<file path="src/rtl/raster_pkg.sv">
// Shared rasterizer types: fixed-point layout, pixel step and the scan FSM states.
package raster_pkg;

  localparam int FRAC_BITS = 6;
  localparam int PIX_STEP  = 1 << FRAC_BITS;

  typedef logic [15:0] coord_t;

  typedef enum logic {
    IDLE = 1'b0,
    SCAN = 1'b1
  } scan_state_t;

endpackage

</file>
<file path="src/rtl/scan_axis_counter.sv">
// One axis of the pixel walk: loadable position register with latched min/max,
// fixed-step increment, reload-to-min and an equality-based at_max flag.
module scan_axis_counter
  import raster_pkg::*;
#(
  parameter int WIDTH = 16,
  parameter int STEP  = PIX_STEP
) (
  input  logic             clk,
  input  logic             rst,
  input  logic             load,
  input  logic [WIDTH-1:0] load_min,
  input  logic [WIDTH-1:0] load_max,
  input  logic             step,
  input  logic             reload,
  output logic [WIDTH-1:0] value,
  output logic             at_max
);

  localparam logic [WIDTH-1:0] STEP_W = WIDTH'(STEP);

  logic [WIDTH-1:0] min_q;
  logic [WIDTH-1:0] max_q;

  always_ff @(posedge clk) begin
    if (rst) begin
      value <= '0;
      min_q <= '0;
      max_q <= '0;
    end else if (load) begin
      value <= load_min;
      min_q <= load_min;
      max_q <= load_max;
    end else if (reload) begin
      value <= min_q;
    end else if (step) begin
      value <= value + STEP_W;
    end
  end

  // Equality against the latched maximum, so a maximum at the top of the
  // coordinate range ends the walk before the adder can wrap.
  assign at_max = (value == max_q);

endmodule

</file>
<file path="src/rtl/box_scanner.sv">
// Walks every integer pixel of an accepted bounding box in row-major order.
// Optional screen clamping of the maxima is compiled in with BOX_SCANNER_CLIP_EN.
module box_scanner #(
  parameter int WIDTH     = 16,
  parameter int FRAC_BITS = raster_pkg::FRAC_BITS,
  parameter int SCREEN_W  = 640,
  parameter int SCREEN_H  = 480
) (
  input  logic             clk,
  input  logic             rst,
  input  logic             box_valid,
  output logic             box_ready,
  input  logic [WIDTH-1:0] xmin,
  input  logic [WIDTH-1:0] xmax,
  input  logic [WIDTH-1:0] ymin,
  input  logic [WIDTH-1:0] ymax,
  output logic             pix_valid,
  input  logic             pix_ready,
  output logic [WIDTH-1:0] px,
  output logic [WIDTH-1:0] py,
  output logic             pix_last,
  output logic             busy
);

  import raster_pkg::*;

  localparam int               STEP      = 1 << FRAC_BITS;
  localparam logic [WIDTH-1:0] FRAC_MASK = ~(WIDTH'(STEP - 1));
  localparam logic [WIDTH-1:0] X_LIMIT   = WIDTH'((SCREEN_W - 1) << FRAC_BITS);
  localparam logic [WIDTH-1:0] Y_LIMIT   = WIDTH'((SCREEN_H - 1) << FRAC_BITS);

`ifdef BOX_SCANNER_CLIP_EN
  localparam bit CLIP_EN = 1'b1;
`else
  localparam bit CLIP_EN = 1'b0;
`endif

  scan_state_t state;
  scan_state_t state_nxt;

  logic [WIDTH-1:0] xmin_m;
  logic [WIDTH-1:0] xmax_m;
  logic [WIDTH-1:0] ymin_m;
  logic [WIDTH-1:0] ymax_m;
  logic             box_empty;

  logic load;
  logic x_step;
  logic x_reload;
  logic y_step;
  logic x_at_max;
  logic y_at_max;

  // Fraction bits are dropped first; the empty test sees the clamped maxima
  // so a box entirely off the right or bottom of the screen emits nothing.
  always_comb begin
    xmin_m = xmin & FRAC_MASK;
    ymin_m = ymin & FRAC_MASK;
    xmax_m = xmax & FRAC_MASK;
    ymax_m = ymax & FRAC_MASK;
    if (CLIP_EN && (xmax_m > X_LIMIT)) xmax_m = X_LIMIT;
    if (CLIP_EN && (ymax_m > Y_LIMIT)) ymax_m = Y_LIMIT;
    box_empty = (xmin_m > xmax_m) || (ymin_m > ymax_m);
  end

  always_ff @(posedge clk) begin
    if (rst) state <= IDLE;
    else     state <= state_nxt;
  end

  // Handshake outputs depend on state alone; pix_ready and box_valid only
  // steer the counters and the next state.
  always_comb begin
    state_nxt = state;
    box_ready = 1'b0;
    pix_valid = 1'b0;
    busy      = 1'b0;
    load      = 1'b0;
    x_step    = 1'b0;
    x_reload  = 1'b0;
    y_step    = 1'b0;
    case (state)
      IDLE: begin
        box_ready = 1'b1;
        if (box_valid && !box_empty) begin
          load      = 1'b1;
          state_nxt = SCAN;
        end
      end
      SCAN: begin
        pix_valid = 1'b1;
        busy      = 1'b1;
        if (pix_ready) begin
          if (!x_at_max) begin
            x_step = 1'b1;
          end else if (!y_at_max) begin
            x_reload = 1'b1;
            y_step   = 1'b1;
          end else begin
            state_nxt = IDLE;
          end
        end
      end
      default: state_nxt = IDLE;
    endcase
  end

  scan_axis_counter #(
    .WIDTH (WIDTH),
    .STEP  (STEP)
  ) u_x_counter (
    .clk      (clk),
    .rst      (rst),
    .load     (load),
    .load_min (xmin_m),
    .load_max (xmax_m),
    .step     (x_step),
    .reload   (x_reload),
    .value    (px),
    .at_max   (x_at_max)
  );

  scan_axis_counter #(
    .WIDTH (WIDTH),
    .STEP  (STEP)
  ) u_y_counter (
    .clk      (clk),
    .rst      (rst),
    .load     (load),
    .load_min (ymin_m),
    .load_max (ymax_m),
    .step     (y_step),
    .reload   (1'b0),
    .value    (py),
    .at_max   (y_at_max)
  );

  assign pix_last = pix_valid & x_at_max & y_at_max;

endmodule

</file>
<file path="config.mk">
export PLATFORM = sky130hd
export DESIGN_NAME = box_scanner
export DESIGN_NICKNAME = d
export VERILOG_FILES = /design/src/rtl/raster_pkg.sv /design/src/rtl/scan_axis_counter.sv /design/src/rtl/box_scanner.sv
export SDC_FILE = /design/constraint.sdc
export NUM_CORES = 1
export LEC_CHECK = 0
export ABC_CLOCK_PERIOD_IN_PS = 4600
export CAP_MARGIN = 20
export CELL_PAD_IN_SITES_DETAIL_PLACEMENT = 1
export CELL_PAD_IN_SITES_GLOBAL_PLACEMENT = 1
export CORE_ASPECT_RATIO = 0.8
export CORE_MARGIN = 2
export CORE_UTILIZATION = 41
export CTS_CLUSTER_SIZE = 8
export DETAILED_ROUTE_END_ITERATION = 16
export DONT_BUFFER_PORTS = 1
export PLACE_DENSITY_LB_ADDON = 0.15
export SLEW_MARGIN = 20
export SYNTH_ARGS = -nofsm -noshare
export SYNTH_HDL_FRONTEND = slang
export SYNTH_SLANG_ARGS = --single-unit
</file>
<file path="constraint.sdc">
create_clock -name clk -period 4.6 [get_ports clk]
set_clock_uncertainty 0.15 [all_clocks]
set_input_delay 0.46 -clock clk [delete_from_list [all_inputs] [get_ports clk]]
set_output_delay 0.46 -clock clk [all_outputs]
set_load 0.01 [all_outputs]
</file>
**Word level (Yosys, flattened, before mapping)**

Index checks and enable logic that the tools add are counted.

- Bits of input ports: 68
- Output and inout bits: 36
- Bits in registers: 63
- Word-level logic and storage cells: 43

- Bitwise gates (word level): 3
- $add $sub $neg: 2
- Muxes and demuxes: 19
- Magnitude comparators: 2
- Reductions and logical operators: 7
- Equal/unequal tests: 2

Operator list:

| kind | number |
|---|---|
| $mux 16 | 5 |
| $add 16x7->16 const B | 2 |
| $eq 16x16->1 | 2 |
| $gt 16x16->1 | 2 |
| $mux 1 | 13 |
| $reduce_bool 2->1 | 2 |
| $reduce_bool 3->1 | 1 |
| $and 1x1->1 | 2 |
| $pmux 1 s2 | 1 |
| $reduce_or 2->1 | 1 |
| $logic_and 1x1->1 | 1 |
| $logic_not 1->1 | 1 |
| $logic_or 1x1->1 | 1 |
| $not 1->1 | 1 |

**Logic depth before layout (Yosys ltp)**

Gate-level depths: netlist of run 1.

- Depth in word-level cells: 7
- Depth in mapped cells: 10
- Gate-level depth less buffers: 8

**Cells and area by module**

Synthesis of run 1 repeated with hierarchy kept, for this count alone.

- Cell total of the unflattened synthesis: 608
- Area, all modules: 5236.3 um^2

Modules (own cells, without submodules):

| module | area each (um^2) | sequential area each (um^2) | times used | cells each |
|---|---|---|---|---|
| scan_axis_counter | 2294.7 | 960.9 | 2 | 260 |
| box_scanner | 646.9 | 20.0 | 1 | 88 |

**Least setup slack after synthesis of run 1**

OpenSTA, ideal clock, no wires.

- Kind: input to register
- Start: input port ymax[11]
- End: register u_x_counter.value[12]
- Buffers on the path: 1
- Stages on the path: 9
- Data required time: 4.358 ns
- Setup slack: 2.152 ns
- Arrival: 2.206 ns
- Setup time: 0.092 ns
- Cells stage by stage: inv_1 ha_1 a21oi_1 o21ai_0 a2111o_1 a22oi_2 clkbuf_1 nand2_1 o32ai_1

- Longest elaborated chain between the ends: 7
- Elaborated cells between the ends (all ways): 8
- Those cells by class: order compare (1); mux (3); reduce/logical (4)

Ends and longest elaborated chain:

| what | RTL line | text |
|---|---|---|
| start: declaration | box_scanner.sv:16 | `input logic [WIDTH-1:0] ymax,` |
| $gt 16x16->1 * | box_scanner.sv:63 | `box_empty = (xmin_m > xmax_m) \|\| (ymin_m > ymax_m);` |
| $logic_or 1x1->1 * | box_scanner.sv:63 |  |
| $logic_not 1->1 * | box_scanner.sv:85 | `if (box_valid && !box_empty) begin` |
| $logic_and 1x1->1 * | box_scanner.sv:85 |  |
| $mux 1 * | box_scanner.sv:85 |  |
| $mux 1 * | box_scanner.sv:82 | `case (state)` |
| $reduce_bool 3->1 (no line) or $mux 16 (tied branches) | - |  |
| end signal: assignment | scan_axis_counter.sv:31 | `value <= load_min;` |
| end signal: assignment | scan_axis_counter.sv:35 | `value <= min_q;` |
| end signal: assignment | scan_axis_counter.sv:37 | `value <= value + STEP_W;` |
| end: declaration | scan_axis_counter.sv:16 | `output logic [WIDTH-1:0] value,` |

Mark *: on every way between the ends. The rest lies on a longest branch, timed or not.
A chain may end at the register's enable or synchronous reset.

**Final worst setup path of run 1**

- Start: register u_x_counter.value[8]
- End: output port pix_last

- Longest elaborated chain between the ends: 3

Ends and longest elaborated chain:

| what | RTL line | text |
|---|---|---|
| $eq 16x16->1 | scan_axis_counter.sv:43 | `assign at_max = (value == max_q);` |
| $and 1x1->1 (2 in a row) | box_scanner.sv:138 | `assign pix_last = pix_valid & x_at_max & y_at_max;` |
| end: declaration | box_scanner.sv:21 | `output logic pix_last,` |

Every way passes these cells.

==> results of run 1 <==
[cell usage in the layout (no fill, tap or decap), types with 3 or more instances in the layout]
cell type and instances:
a211oi_1 3, a21oi_1 47, a22oi_1 5, and3_1 11
and4_1 4, buf_4 3, bufinv_16 3, clkbuf_8 10
clkinv_2 3, conb_1 6, dfxtp_1 57, ha_1 22
inv_1 30, mux2i_1 8, nand2_1 78, nand2b_1 4
nand3_1 10, nand4_1 10, nor2_1 15, nor3_1 6
nor3b_1 4, nor4_1 3, o2111ai_1 3, o21ai_0 16
o22ai_1 8, o32ai_1 4, or3_1 4, xnor2_1 23
[how the worst max path moves through the flow]
| stage | start | slack, ns | endpoint |
|---|---|---|---|
| after floorplan | ymax[11] | 2.15 | u_x_counter.value[12]$_SDFFE_PP0P_ |
| after global placement | ymax[11] | 1.53 | u_x_counter.value[12]$_SDFFE_PP0P_ |
| after detailed placement | ymax[11] | 1.48 | u_x_counter.value[12]$_SDFFE_PP0P_ |
| after CTS | u_x_counter.value[8]$_SDFFE_PP0P_ | 1.52 | pix_last |
| after global routing | u_x_counter.value[0]$_SDFFE_PP0P_ | 1.36 | pix_last |
| final | u_x_counter.value[8]$_SDFFE_PP0P_ | 1.50 | pix_last |
[worst max-delay path, delay by kind of cell, from the launching register on]
family / cells / cell delay (ns)
XOR/XNOR: 1 / 0.17
flip-flops: 1 / 0.61
AND/OR/NAND/NOR: 3 / 1.06
buffers and inverters: 1 / 0.29
[cells by family after synthesis]
group,Yosys count,synth area share
AND/OR/NAND/NOR,155,0.223
AO/OA/AOI/OAI,104,0.190
buffers and inverters,61,0.0804
flip-flops,57,0.335
XOR/XNOR,25,0.0664
adder cells (fa/ha/maj),22,0.0808
multiplexers,8,0.0235
other,1,0.00110
[area by class of cell]
cell class                      count  area, µm²
Inverter                           30        113
Sequential cell                    57       1140
Multi-Input combinational cell    320       2010
Timing Repair Buffer                3       22.5
Clock buffer                       10        138
Tap cell                          108        135
Fill cell                        1015       4320
Clock inverter                      6        105
[sequential cells by signal (all words and copies together) (netlist names)]
signal,cells
u_x_counter.max_q,10
u_y_counter.value,10
state,1
u_x_counter.value,16
u_y_counter.max_q,10
u_x_counter.min_q,10
[power by group through the flow]
stage | sequential (mW) | combinational (mW) | clock, mW
after global placement | 0.599 | 0.271 | 0
after floorplan | 0.576 | 0.241 | 0
after global routing | 0.595 | 0.318 | 0.625
after detailed placement | 0.601 | 0.280 | 0
after CTS | 0.590 | 0.282 | 0.605
final | 0.590 | 0.282 | 0.590
[per-layer routing]
layer  wire (µm)  up-vias  track usage
met5           0        -            0
met1        5170     1491        0.360
li1            -     1486            -
met4          64        0       0.0467
met2        4480       92        0.346
met3         823        6       0.0843
[stage by stage]
stage          setup WS (ns)  power (mW)  std cells   util  instance area (µm²)
6_report                1.50        1.46        534  0.459                 3670
5_1_grt                 1.36        1.54        534  0.459                 3670
4_1_cts                 1.52        1.48        534  0.459                 3670
3_5_place_dp            1.48       0.881        518  0.429                 3420
3_3_place_gp            1.53       0.871        518  0.429                 3420
2_1_floorplan           2.15       0.818        438      -                 3430
==> impl_results.md, run 1 <==
* Status: finished, final reports clean
* Syn-to-layout area delta at 7.60%
* CTS hold repair buffers at 0
* Die height at 85.6 µm
* Worst slew margin at 0.432
* Critical path arrival at 2.49 ns
* CP peak stage delay at roughly 0.64 ns
* Fmax at 323 MHz
* Worst-path clk slew at 0.07 ns
* Worst r2r src: u_x_counter.value[8]$_SDFFE_PP0P_
* Count leader, synth: nand2_1
* I/O pin total at 104
* Total GRT Usage at 0.244
* Peak supply drop at between 0.1 and 0.15 mV
* Post-cts sizing count at 0
* Worst-Margin Slew at 0.853 ns
* Via density at roughly 5.8
* Overflow after GRT at 0
* # rows at 29
* Hold WC Path Type: input port to flop
* CTS tree: built
* RSZ-0062 raised after global routing: no
* Mapped Area at 0.00341 mm²
* Top cell type by total area after synthesis: dfxtp_1
* GPL Wtd Cong at 0.782
* CP Data Required Time at 3.99 ns
* Largest net degree at the start of global routing at 47
* Antenna cells at 0
* Layout cells sized above 1 at 0.0657
* Sw Ratio at 0.313
* DRT Pass-1 Iters at 4
* Clk Latency, worst-skew pair at about 0.36 ns
* Main flop type after synthesis: dfxtp_1
* Initial Util at 0.427
* Part of the power in registers at 0.404
* Die Area at 0.00906 mm²
* Htree depth at 3
* First-pass GRT wire length at ~17,000 µm
* Number of DRC markers in iteration 0 at 213
* Layout Nets at 511
* Final Setup Violations at 0
* Yosys reg bits at 57
* MaxCap Viol Count at 0
* Avg Inst Size Synth at 7.87 µm²
* Synth cell types at 49
* Clk buf depth at 2
* Drt wl/cell at 19.7 µm
* Inserted Clock Buffers at 9
* DRT Wirelength at between 10,000 and 15,000 µm
* Core area at about 0.008 mm²
* P_leak at about 1.4 nW
* Detailed-placement wirelength estimate at around 7800 µm
* Hold Path Depth at 1
* Final Critical Period at a little over 3 ns
* CTS root buffer: clkbuf_8
* Post-CTS Setup Bufs at 0
* Setup TNS at 0 ns
* Top cells by count, synth: 78 x nand2_1, 57 x dfxtp_1, 47 x a21oi_1, 30 x inv_1, 23 x xnor2_1
* DR vias at 3,075
* Hold_ws at 0.0377 ns
* Crit Path Max Fanout at 10
* Mapped Cells at 433
* Sequential element share of the synthesized area at 0.335
* Startpoint types: flop
* Crit end category: output pin
* Crit path kind: flop to output pin
* Antenna violations before repair at 0
* P_int at just over 1 mW
* Die width at 106 µm
* Antenna-violating nets left at 0
* Gate power share at 0.193
* Hold Fails Final Rpt at 0
* R2r setup slk at ~1.7 ns
* Slew Viols, Final at 0
* Reg2reg end: u_y_counter.value[9]$_SDFFE_PP0P_
* Top post-synthesis cells by area: dfxtp_1 33%, nand2_1 8.6%, ha_1 8.1%
* I/O Buffers at 0
* Pwr/cell area at 399 mW/mm²
* DRC at 0
* Hold path start: rst
* Cell Chain, Critical Path: xnor2_2 -> nand4_1 -> nor3_1 -> buf_4 -> and3_1
* Critical path's slowest cell: nor3_1
* Clk pwr share at 0.404
* Post-synth ARST share at 0
* Clock Sinks at between 50 and 60
* Post-synth EDFFs at 0
* Number of global-route vias before repair at 2,949
* Sw power at 0.457 mW
* Count of yosys warnings during synthesis at 0
* Crit share post-route at 0.674
* Yosys top cell area share at 0.335
* Worst R2R Path Depth at 6
* WHS Endpoint: u_y_counter.value[6]$_SDFFE_PP0P_
(Power assumes the default switching activity.)
==> run 2: changes to the inputs <==
ABC_CLOCK_PERIOD_IN_PS = 3050   (was 4600)
clock period = 3.05 ns   (was 4.6 ns; I/O delays follow)
==> run 2 against run 1 <==
Effect of this change: routed wire length grew 7.8%; sequential share of layout area shrank 2.5 points; sequential cell count is the same; global-route usage grew 2.0 points; critical path depth is the same.
==> impl_results.md, run 2 (same netlist as run 1, synthesis figures left out) <==
* P_leak at 1.53 nW (+11%)
* DRC at 0 (unchanged)
* WHS Endpoint: u_x_counter.min_q[12]$_SDFFE_PP0P_
* Largest net degree at the start of global routing at 46 (-2.1%)
* Status: finished, final reports clean
* Max FFs per register at 16 (unchanged)
* Peak supply drop at 0.174 mV (+18%)
* Core area at 0.00798 mm² (unchanged)
* Setup TNS at 0 ns (unchanged)
* Hold path start: xmin[12]
* Die width at 106 µm (unchanged)
* Die Area at 0.00906 mm² (unchanged)
* Total GRT Usage at 0.264 (+0.0198)
* Die height at 85.6 µm (unchanged)
* Crit share post-route at 0.891
* Crit path kind: flop to output pin
* Most common cell after layout, fill and taps aside: nand2_1
* Number of DRC markers in iteration 0 at 138 (-35%)
* Overall power at 2.03 mW (+39%)
* Critical path's slowest cell: dfxtp_1
* DR vias at 3,285 (+6.8%)
* CTS tree: built
* Hold WC Path Type: input port to flop
* Syn-to-layout area delta at 17.0%
* GPL Wtd Cong at 0.802 (+2.6%)
* Layout cells sized above 1 at 0.0857 (+0.0199)
* Crit end category: output pin
* Final worst slack at 0.332 ns (-1.17 ns)
* Hold Path Depth at 2 (+1)
* Final Setup Violations at 0 (unchanged)
* Antenna-violating nets left at 0 (unchanged)
* Hold Fails Final Rpt at 0 (unchanged)
* Inserted Clock Buffers at 9 (unchanged)
* CP peak stage delay at 0.62 ns (-0.02 ns)
* Overflow after GRT at 0 (unchanged)
* Worst-path clk slew at 0.07 ns (about the same)
* DRT Wirelength at 11,400 µm (+7.8%)
* I/O Buffers at 0 (unchanged)
* Hold_ws at 0.0205 ns (-0.0172 ns)
* Via density at 5.71 (-0.79%)
* Critical path arrival at 2.26 ns (-0.23 ns)
* Layout Nets at 552 (+8.0%)
* Cell Chain, Critical Path: xnor2_1 -> nand4_1 -> nor3_1 -> buf_4 -> and3_1
* MaxCap Viol Count at 0 (unchanged)
* Post-cts sizing count at 0 (unchanged)
* Htree depth at 3 (unchanged)
* DRT Pass-1 Iters at 4 (unchanged)
* # placed instances at 531 (+2.5%)
* Detailed-placement wirelength estimate at 8190 µm (+5.5%)
* Reg2reg end: u_y_counter.value[7]$_SDFFE_PP0P_
* Worst R2R Path Depth at 7 (+1)
* CTS root buffer: clkbuf_8
* Worst slew margin at 0.551 (+0.119)
* Crit Path Max Fanout at 12 (+2)
* Startpoint types: flop
* Antenna cells at 0 (unchanged)
* Clock Sinks at 57 (unchanged)
* Drt wl/cell at 19.8 µm (+0.12%)
* Slew Viols, Final at 0 (unchanged)
* Most frequent cells in the layout: 78 x nand2_1, 57 x dfxtp_1, 47 x a21oi_1, 30 x inv_1, 27 x dlygate4sd3_1
* # rows at 29 (unchanged)
* Worst-Margin Slew at 0.673 ns (-0.180 ns)
* Worst r2r src: u_x_counter.value[10]$_SDFFE_PP0P_
* Final Critical Period at 2.72 ns
* Antenna violations before repair at 0 (unchanged)
* R2r setup slk at 0.34 ns (-1.36 ns)
* Pwr/cell area at 510 mW/mm² (+28%)
* RSZ-0062 raised after global routing: no
* Fmax at 368 MHz
* Most flop-heavy register: u_x_counter.value
* Layout Cells excl Fill at 575 (+7.7%)
* Initial Util at 0.427 (unchanged)
* Place WS at 0.383 ns (-1.10 ns)
* Post-CTS Setup Bufs at 0 (unchanged)
* I/O pin total at 104 (unchanged)
* First-pass GRT wire length at 18,300 µm (+8.9%)
* Number of global-route vias before repair at 3,353 (+14%)
* Clk buf depth at 2 (unchanged)
* Clk Latency, worst-skew pair at 0.34 ns (-0.02 ns)
* CP Data Required Time at 2.59 ns (-1.40 ns)
-- run 2: how the worst max path moves through the flow --
| stage | startpoint | end | slack [ns] | depth (start not counted) |
|---|---|---|---|---|
| floorplan | ymax[11] | u_x_counter.value[12]$_SDFFE_PP0P_ | 0.76 | 9 |
| detailed placement | u_x_counter.value[10]$_SDFFE_PP0P_ | u_y_counter.value[7]$_SDFFE_PP0P_ | 0.38 | 7 |
| finish | u_x_counter.value[10]$_SDFFE_PP0P_ | pix_last | 0.33 | 5 |
| global placement | u_x_counter.value[10]$_SDFFE_PP0P_ | u_y_counter.value[14]$_SDFFE_PP0P_ | 0.47 | 7 |
| global route | u_x_counter.value[10]$_SDFFE_PP0P_ | u_y_counter.value[9]$_SDFFE_PP0P_ | 0.21 | 7 |
| CTS | u_x_counter.value[10]$_SDFFE_PP0P_ | u_y_counter.value[7]$_SDFFE_PP0P_ | 0.37 | 7 |
-- run 2: metal layers --
metal,vias to the layer above,GRT usage,part of all wire
met5,-,0,0
met4,0,0.0706,0.015
met3,15,0.0540,0.067
met2,107,0.399,0.44
met1,1591,0.384,0.48
li1,1572,-,-
-- run 2: power breakdown --
group / switching, mW / total (mW) / internal (mW)
registers: 0.0729 / 0.869 / 0.796
logic: 0.316 / 0.520 / 0.204
clock network: 0.309 / 0.644 / 0.336
total: 0.697 / 2.03 / 1.34
-- run 2: cell type report --
class	count	area, µm²
clock buffer	13	159
clock inverter	3	15.0
fill	1013	4000
inverter	30	113
multi-input combinational	320	2010
sequential	57	1140
tap	108	135
timing repair buffer	44	410
-- run 2: repair_timing --
| item | 4_1_cts | 5_1_grt |
|---|---|---|
| endpoints found under the hold margin | 45 | 0 |
| setup endpoints to repair | 0 | 0 |
| hold buffers | 28 | 0 |
-- run 2: worst max-delay path: cells and delay by family, from the launching register on --
family | cells | cell delay, ns
buffers and inverters | 1 | 0.27
DFF | 1 | 0.62
xor gates and xnor gates | 1 | 0.17
and+or+nand+nor | 3 | 0.85
-- run 2: stage by stage --
step	cell area [µm²]	utilization
after global placement	3520	0.441
after CTS	3990	0.499
after global routing	3990	0.499
after floorplan	3430	-
after detailed placement	3520	0.441
final	3990	0.499
==> run 3: changes to the inputs <==
CORE_ASPECT_RATIO = 1.1   (was 0.8)
CTS_BUF_LIST = sky130_fd_sc_hd__clkbuf_8   (was not set)
==> run 3 against run 2 <==
Effect of this change: final area shrank 0.19%; final cell count fell by 1.2%; via count decreased by 3.6%; critical endpoint is now u_y_counter.max_q[8]$_SDFFE_PP0P_; clock power up 16%; count of clock-buffer cells in the layout unchanged; sequential cell count did not move; first-iteration DRC count fell by 22%; hold slack gained 0.0097 ns; sequential share of layout area is 0.054 points higher.
==> impl_results.md, run 3 (same netlist as run 1, synthesis figures left out) <==
* Final Setup Violations at 0 (unchanged)
* Hold WC Path Type: input port to flop
* Overflow after GRT at 0 (unchanged)
* Pwr/cell area at 535 mW/mm² (+4.8%)
* MaxCap Viol Count at 0 (unchanged)
* Antenna violations before repair at 0 (unchanged)
* DRT Pass-1 Iters at 4 (unchanged)
* Syn-to-layout area delta at 16.7%
* Post-CTS Setup Bufs at 0 (unchanged)
* Critical path arrival at 2.90 ns (+0.64 ns)
* DR vias at 3,167 (-3.6%)
* Clk pwr share at 0.352 (+0.035)
* Antenna-violating nets left at 0 (unchanged)
* DRT Wirelength at 10,300 µm (-9.1%)
* I/O Buffers at 0 (unchanged)
* Fmax at 360 MHz (-2.3%)
* Total GRT Usage at 0.236 (-0.0284)
* Sw Ratio at 0.313 (-0.0299)
* Drt wl/cell at 18.2 µm (-8.0%)
* Number of DRC markers in iteration 0 at 107 (-22%)
* Worst-path clk slew at 0.07 ns (about the same)
* Slew Viols, Final at 0 (unchanged)
* Sw power at 0.666 mW (-4.5%)
* Part of the power in registers at 0.413 (-0.014)
* Die width at 90.9 µm (-14%)
* First-pass GRT wire length at 16,900 µm (-7.8%)
* Finished Core Util at 0.497 (-0.00188)
* CTS tree: built
* # rows at 34 (+17%)
* DRC at 0 (unchanged)
* Initial Util at 0.426 (-0.000802)
* Layout Nets at 546 (-1.1%)
* Detailed-placement wirelength estimate at 7480 µm (-8.6%)
* Clock Sinks at 57 (unchanged)
* Die height at 99.6 µm (+16%)
* Hold Fails Final Rpt at 0 (unchanged)
* Clk Latency, worst-skew pair at 0.33 ns (about the same)
* Worst-Margin Slew at 0.665 ns (-0.00847 ns)
* Crit share post-route at 0.912 (+0.0207)
* CTS hold repair buffers at 27 (-3.6%)
* Number of global-route vias before repair at 3,355 (+0.060%)
* Post-cts sizing count at 0 (unchanged)
* Overall power at 2.13 mW (+4.6%)
* Crit end category: flop
* P_int at 1.46 mW (+9.4%)
* RSZ-0062 raised after global routing: no
* Most flop-heavy register: u_x_counter.value
* Worst R2R Path Depth at 8 (+1)
* P_leak at 1.52 nW (-0.66%)
* Critical path's slowest cell: dlygate4sd3_1
* Clk buf depth at 2 (unchanged)
* Inserted Clock Buffers at 9 (unchanged)
* Via density at 5.58 (-2.4%)
* Antenna cells at 0 (unchanged)
* Core area at 0.00800 mm² (+0.19%)
* Startpoint types: flop
* I/O pin total at 104 (unchanged)
* Gate power share at 0.234 (-0.022)
* Htree depth at 3 (unchanged)
* Hold Path Depth at 2 (unchanged)
* GPL Wtd Cong at 0.874 (+9.0%)
* Most frequent cells in the layout: 78 x nand2_1, 57 x dfxtp_1, 47 x a21oi_1, 30 x inv_1, 26 x dlygate4sd3_1
* Peak supply drop at 0.217 mV (+25%)
* CP Data Required Time at 3.17 ns (+0.58 ns)
* Final Critical Period at 2.78 ns (+0.0632 ns)
* Worst slew margin at 0.556 (+0.00565)
* Crit path kind: flop to flop
* Max FFs per register at 16 (unchanged)
* Status: finished, final reports clean
* Cell Chain, Critical Path: inv_1 -> nand4_1 -> or3_1 -> a22o_2 -> buf_4 -> nand2_1 -> a21oi_1 -> dlygate4sd3_1
* Layout cells sized above 1 at 0.0783 (-0.00739)
* Setup TNS at 0 ns (unchanged)
* Crit Path Max Fanout at 25 (+13)
* CP peak stage delay at 0.57 ns (-0.05 ns)
* Die Area at 0.00906 mm² (about the same)
* CTS root buffer: clkbuf_8
* Most common cell after layout, fill and taps aside: nand2_1
* Largest net degree at the start of global routing at 46 (unchanged)
==> run 3: cell count changes in the layout (fill, tap and decap cells not counted) <==
| cell | previous run | this run |
|---|---|---|
| buf_4 | 16 | 11 |
| bufinv_16 | 0 | 1 |
| clkbuf_1 | 2 | 0 |
| clkbuf_8 | 11 | 13 |
| clkinv_2 | 3 | 1 |
| dlygate4sd3_1 | 27 | 26 |
==> run 3: stage by stage <==
stage                     setup slack (ns)  hold slack [ns]  std cells  instance area, µm²
after floorplan                      0.757            0.282        438                3430
after global placement               0.452            0.230        526                3480
after detailed placement             0.376            0.231        526                3480
after CTS                            0.311           0.0184        568                3980
after global routing                0.0734           0.0249        568                3980
final                                0.269           0.0302        568                3980
==> run 3: critical path, delay by kind of cell, from the launching register on <==
| family | cells | cell delay [ns] |
|---|---|---|
| DFF | 1 | 0.56 |
| AOI/OAI and AO/OA | 2 | 0.62 |
| and+or+nand+nor | 3 | 0.35 |
| buffers and inverters | 3 | 1.04 |
==> run 3: path summary, 6_finish.rpt <==
check | startpoint | to | slack, ns
max | state$_SDFF_PP0_ | u_y_counter.max_q[8]$_SDFFE_PP0P_ | 0.27
min | ymin[8] | u_y_counter.value[8]$_SDFFE_PP0P_ | 0.03
max reg2reg | state$_SDFF_PP0_ | u_y_counter.max_q[8]$_SDFFE_PP0P_ | 0.27
min reg2reg | u_x_counter.min_q[11]$_SDFFE_PP0P_ | u_x_counter.min_q[11]$_SDFFE_PP0P_ | 0.31
==> run 3: area by class of cell <==
class | instances | area [µm²]
Multi-Input combinational cell | 320 | 2010
Clock buffer | 13 | 179
Fill cell | 1017 | 4020
Inverter | 30 | 113
Timing Repair Buffer | 38 | 363
Sequential cell | 57 | 1140
Clock inverter | 2 | 35.0
Tap cell | 108 | 135
==> run 3: power by group through the flow <==
stage | Sequential, mW | Clock [mW] | Combinational [mW]
finish | 0.880 | 0.750 | 0.498
global route | 0.889 | 0.802 | 0.557
CTS | 0.880 | 0.768 | 0.500
detailed placement | 0.897 | 0 | 0.457
global placement | 0.895 | 0 | 0.444
floorplan | 0.869 | 0 | 0.364
==> run 3: layer usage <==
| layer | wire length (µm) | up-vias | global-route usage |
|---|---|---|---|
| li1 | - | 1552 | - |
| met1 | 4230 | 1529 | 0.256 |
| met2 | 5370 | 74 | 0.443 |
| met3 | 581 | 12 | 0.0750 |
| met4 | 154 | 0 | 0.0583 |
| met5 | 0 | - | 0 |
